## config.mk

```make
export PLATFORM = sky130hd
export DESIGN_NAME = mem_arbiter
export DESIGN_NICKNAME = d
export VERILOG_FILES = /design/src/rtl/cpu_types_pkg.sv /design/src/rtl/mem_arbiter.sv
export SDC_FILE = /design/constraint.sdc
export NUM_CORES = 1
export LEC_CHECK = 0
export ABC_CLOCK_PERIOD_IN_PS = 1700
export CAP_MARGIN = 20
export CORE_AREA = 2 2 103 105
export CTS_CLUSTER_DIAMETER = 60
export DETAILED_ROUTE_END_ITERATION = 8
export DIE_AREA = 0 0 105 107
export PLACE_DENSITY = 0.72
export SETUP_SLACK_MARGIN = 0.2
export SLEW_MARGIN = 20
export SYNTH_ARGS = -nofsm -noshare
export SYNTH_HDL_FRONTEND = slang
export SYNTH_SLANG_ARGS = --single-unit
export TNS_END_PERCENT = 100
```

## constraint.sdc

```tcl
create_clock -name CLK -period 1.7 [get_ports CLK]
set_input_delay 0.17 -clock CLK [delete_from_list [all_inputs] [get_ports CLK]]
set_output_delay 0.17 -clock CLK [all_outputs]
set_load 0.005 [all_outputs]
```

## src/rtl/cpu_types_pkg.sv

```systemverilog
// Shared CPU-side types: memory word, RAM handshake state and the
// arbiter FSM encoding.
package cpu_types_pkg;

    typedef logic [31:0] word_t;

    typedef enum logic [1:0] {
        FREE   = 2'd0,
        BUSY   = 2'd1,
        ACCESS = 2'd2,
        ERROR  = 2'd3
    } ramstate_t;

    typedef enum logic [1:0] {
        IDLE   = 2'd0,
        DGRANT = 2'd1,
        IGRANT = 2'd2
    } arb_state_t;

endpackage

```

## src/rtl/mem_arbiter.sv

```systemverilog
// Single-port RAM arbiter between instruction fetch and data access.
// Data wins by default; a waiting fetch is forced through after STARVE_MAX data grants.
module mem_arbiter
    import cpu_types_pkg::*;
#(
    parameter int STARVE_MAX = 4
) (
    input  logic      CLK,
    input  logic      nRST,
    input  logic      iREN,
    input  word_t     iaddr,
    output logic      iwait,
    output word_t     iload,
    input  logic      dREN,
    input  logic      dWEN,
    input  word_t     daddr,
    input  word_t     dstore,
    output logic      dwait,
    output word_t     dload,
    output logic      ramREN,
    output logic      ramWEN,
    output word_t     ramaddr,
    output word_t     ramstore,
    input  word_t     ramload,
    input  ramstate_t ramstate
);

    localparam logic [2:0] STARVE_LIM = 3'(STARVE_MAX);

    arb_state_t r_state;
    arb_state_t w_state_next;
    logic [2:0] r_starve;
    logic [2:0] w_starve_next;
    logic       w_dreq;

    assign w_dreq = dREN | dWEN;

    always_ff @(posedge CLK or negedge nRST) begin
        if (!nRST) begin
            r_state  <= IDLE;
            r_starve <= 3'd0;
        end else begin
            r_state  <= w_state_next;
            r_starve <= w_starve_next;
        end
    end

    always_comb begin
        w_state_next  = r_state;
        w_starve_next = r_starve;
        iwait         = iREN;
        dwait         = w_dreq;
        iload         = '0;
        dload         = '0;
        ramREN        = 1'b0;
        ramWEN        = 1'b0;
        ramaddr       = '0;
        ramstore      = '0;

        // Starvation only accumulates while a fetch is actually waiting.
        if (!iREN) begin
            w_starve_next = 3'd0;
        end

        case (r_state)
            IDLE: begin
                if (w_dreq && ((r_starve < STARVE_LIM) || !iREN)) begin
                    w_state_next = DGRANT;
                end else if (iREN) begin
                    w_state_next = IGRANT;
                end
            end

            DGRANT: begin
                if (!w_dreq) begin
                    w_state_next = IDLE;
                end else begin
                    ramaddr  = daddr;
                    ramstore = dstore;
                    ramWEN   = dWEN;
                    ramREN   = dREN & ~dWEN;
                    if (ramstate == ACCESS) begin
                        dwait        = 1'b0;
                        dload        = ramload;
                        w_state_next = IDLE;
                        if (iREN && (r_starve < STARVE_LIM)) begin
                            w_starve_next = r_starve + 3'd1;
                        end
                    end
                end
            end

            IGRANT: begin
                if (!iREN) begin
                    w_state_next = IDLE;
                end else begin
                    ramaddr = iaddr;
                    ramREN  = 1'b1;
                    if (ramstate == ACCESS) begin
                        iwait         = 1'b0;
                        iload         = ramload;
                        w_state_next  = IDLE;
                        w_starve_next = 3'd0;
                    end
                end
            end

            default: begin
                w_state_next = IDLE;
            end
        endcase
    end

endmodule

```

**Word level (Yosys, flattened, before mapping)**

Index checks and enable logic that the tools add are counted.
Widths: inputs -> output; s select.

- Equal/unequal tests: 4
- Muxes and demuxes: 33
- Order comparisons: 1
- Bitwise logic cells: 3
- Reduce and logical (&&, ||, !) cells: 5
- Add/subtract/negate cells: 1

Operators with widths:

| operator | number |
|---|---|
| $mux 32 | 9 |
| $pmux 32 s2 | 1 |
| $mux 3 | 6 |
| $mux 2 | 5 |
| $mux 1 | 9 |
| $pmux 2 s3 | 1 |
| $pmux 3 s2 | 1 |
| $eq 2x2->1 const B | 2 |
| $add 3x1->3 const B | 1 |
| $lt 3x3->1 const B | 1 |
| $ne 3x3->1 const B | 1 |
| $eq 2x1->1 const B | 1 |
| $logic_and 1x1->1 | 2 |
| $logic_not 2->1 | 1 |
| $pmux 1 s2 | 1 |
| $and 1x1->1 | 1 |
| $logic_not 1->1 | 1 |
| $logic_or 1x1->1 | 1 |
| $not 1->1 | 1 |
| $or 1x1->1 | 1 |

- Register bits: 5
- Bits of input ports: 135
- Output and inout bits: 132
- Logic and storage cells: 49

**Longest topological paths before layout**

- Word-level depth: 6
- Mapped depth: 7
- Depth with buffers taken out: 6

**Least setup slack after synthesis**

No wires, ideal clock.

- Path kind: register to output
- Start point: register r_state[0]
- End point: output port ramaddr[16]
- Slack: 147 ps
- Required time: 1,530 ps
- Buffers on the path: 2
- Arrival time: 1,383 ps
- Cell stages (with the launch flop): 8
- Path through: dfrtp_1 -> inv_1 -> ha_1 -> and2_1 -> clkbuf_1 -> buf_2 -> a22oi_2 -> nor2b_1

- Word-level cells in the longest chain between the ends: 2
- Elaborated cells between the ends (all ways): 3
- Those cells by class: eq/ne (2); mux (1)

Ends and longest elaborated chain:

| element | RTL line | RTL |
|---|---|---|
| from (decl) | mem_arbiter.sv:30 | `arb_state_t r_state;` |
| from (signal assigned) | mem_arbiter.sv:43 | `r_state <= w_state_next;` |
| $eq 2x2->1 / $eq 2x1->1 (equally long branches) | mem_arbiter.sv:65 | `case (r_state)` |
| $pmux 32 s2 * | mem_arbiter.sv:65 |  |
| to (decl) | mem_arbiter.sv:22 | `output word_t ramaddr,` |

Mark *: on every way between the ends. The rest lies on a longest branch, timed or not.

**Worst setup path after layout**

- Start point: register r_state[1]
- End point: output port ramaddr[14]

Same word-level chain as after synthesis.

==> results.txt <==
Via density: 4.575
Met2 routed wirelength: 7.063 mm
Chip height: 107 um
EDFF count, synth: 0
GPL Wtd Cong: 0.8007
Core area: 10090 um2
Post-Syn Nets: 409
Status: finished with violations
DRT Wirelength: 13.05 mm
Unique masters post-synth: 31
Setup slack at placement: -480.2 ps
Placed inst area: 4531 um2
Top cells by area, synth: nor2_1 15%, nor2b_1 13%, and3_1 12%
First-pass GRT wire length: 17.71 mm
Wire per inst: 17.45 um
Clk slew on worst S/H paths: 40 ps
Placement Rows: 37
Final Hold Fails: 0
CTS max path bufs: 2
Min setup slack post-route: -359.9 ps
Number of setup violations in the final report: 126
Post-route cell area: 5673 um2
Setup TNS: -18610 ps
# nets final: 753
Worst EP required: 1530 ps
Synth top area share: 0.1517
RSZ-0062 raised after global routing: yes
Crit path time final: 2060 ps
Most used flip-flop cell after synthesis: dfrtp_1
YS warnings: 0
Largest net degree at the start of global routing: 34
Reg2reg setup slack: -70 ps
Peak VDD IR: 0.0005205 V
CP max FO: 5
Top post-synthesis cells by count: 66 x nor2_1, 37 x nand2_1, 33 x nor2b_1
Hold WS: 171.7 ps
Failing checks: setup timing
Initial antenna violation count: 0
Die area: 11240 um2
Die Wd: 105 um
HP Class: in -> async
FMAX: 485.5 MHz
TritonRoute pass-1 iters: 4
Max-slew headroom: 0.8231
Antenna cells: 0
Worst skew pair latency: 230 ps
DRT antenna net count: 0
LEAKAGE: 2.618 nW
Clock Sinks: 5
Max-slew violation count: 0
FF+latch area: 125.1 um2
Num CTS Buffers: 3
Pwr dens: 909.6 nW/um2
Tcrit/Tclk final: 1.212
Synth area leader: nor2_1
Root buffer cell: clkbuf_8
Post-Syn Area per Cell: 6.070 um2
Post-Synthesis Cells: 269
Layout Skew: 1.298 ps
FFs w/ async S/R, synth: 1.000
Crit Path Category: reg -> out
Max Used Layer: met4
Worst Path Arrival: 1890 ps
DP Wirelength: 7.678 mm
Max-Cap Viols: 0
Routed met3 length: 1.083 mm
Mapped cell area: 1633 um2
Area taken by multi-input logic gates: 1823 um2
Most common cell in the netlist: nor2_1
Yosys reg bits: 5
CP endpoint kind: output port
Iteration-0 DRC count of the detailed router: 118
Gr usage total: 0.1946
Sequential area share after synthesis: 0.07663
Critical Path Source Type: flop
Grt total ovfl: 0
Residual DRC: 0
Vias after detailed routing: 3422
Vias in the first global route: 3376
Depth of the CTS H-tree: 1
Cts hold-fix bufs: 0
Layout cell share with drive strength beyond 1: 0.5752
Metal-1 WL: 4.693 mm
Fill cells: 919
Area grow syn2layout: 247.4%
CTS tree: built
Port-buffer cells: 266
Worst Max-Slew Pin Slew: 264.5 ps
Initial core utilization: 0.1618
IO Pins: 267
==> what timing repair did <==
item / in CTS / in global routing
gates resized for setup: 396 / 304
endpoints found under the hold margin: 0 / 0
gates cloned: 10 / 8
endpoints found under the setup margin: 137 / 137
pin swaps: 16 / 26
buffers inserted: 32 / 33
==> critical path, cell delays in order (launching register included) <==
cell and delay, ps:
dfrtp_1 390, buf_6 130, ha_4 160, and2_4 160
buf_6 120, buf_16 130, buf_12 120, buf_16 130
a22oi_2 140, nor2b_1 60, buf_2 120
==> routing by layer <==
metal / global-route usage / up-vias
li1: - / 1606
met1: 0.1932 / 1590
met2: 0.4035 / 204
met3: 0.05410 / 22
met4: 0.02857 / 0
met5: 0 / -
==> sequential cells by signal, summed over array words and instances, names as in the netlist <==
register,cells
r_starve,3
r_state,2
==> final timing paths <==
| path | start | to | depth (start not counted) |
|---|---|---|---|
| worst min-delay path | nRST | r_starve[1] | 1 |
| max in group asynchronous | nRST | r_state[1] | 1 |
| worst max-delay path | r_state[1] | ramaddr[14] | 10 |
| worst min register to register | r_starve[0] | r_starve[0] | 1 |
| worst max register to register | r_state[1] | r_starve[0] | 8 |
| min in group CLK | r_starve[0] | r_starve[0] | 1 |
==> where the power goes <==
part / internal, mW / switching (mW)
Sequential: 0.139 / 0.0224
Combinational: 2.92 / 1.84
Clock: 0.162 / 0.0711
==> cells by family (layout without fill, tap and decap cells) <==
logic type / after synthesis / count (layout) / share of synthesized area
DFF: 5 / 5 / 0.07663
AOI/OAI and AO/OA: 49 / 49 / 0.2490
buffers and inverters: 34 / 377 / 0.1165
and+or+nand+nor: 176 / 176 / 0.5195
adders and majority gates: 5 / 5 / 0.03831
==> cells in the final DEF (no fill, tap or decap), types with 3 or more instances in the layout <==
cell type	synthesis	routed
ha_4	0	3
buf_4	0	34
nand2_2	0	3
buf_16	0	8
and3_4	0	8
nand2_1	37	32
nor2b_1	33	31
and2_4	1	3
clkbuf_2	0	12
a22oi_2	10	32
dfrtp_1	5	5
dlymetal6s2s_1	0	3
nor2_4	0	18
clkdlybuf4s50_1	0	132
nor2_2	0	32
clkbuf_8	0	3
nor2_1	66	16
clkbuf_16	0	7
buf_2	7	109
buf_12	1	15
and3_1	31	23
buf_6	2	44
==> through the flow <==
| stage | utilization | total power, mW | cells |
|---|---|---|---|
| finish | 0.5621 | 5.160 | 748 |
| global route | 0.5621 | 5.450 | 748 |
| CTS | 0.5021 | 4.321 | 707 |
| detailed placement | 0.4489 | 3.066 | 661 |
| global placement | 0.4489 | 3.016 | 661 |
| floorplan | - | 1.490 | 269 |
==> cell type report <==
class                           instances  share of cell area
Multi-Input combinational cell        230              0.3214
Clock buffer                            4            0.007940
Inverter                                4            0.003088
Sequential cell                         5             0.02206
Tap cell                              136             0.03000
Timing Repair Buffer                  369              0.6156
Power figures use the tool's default switching activity.
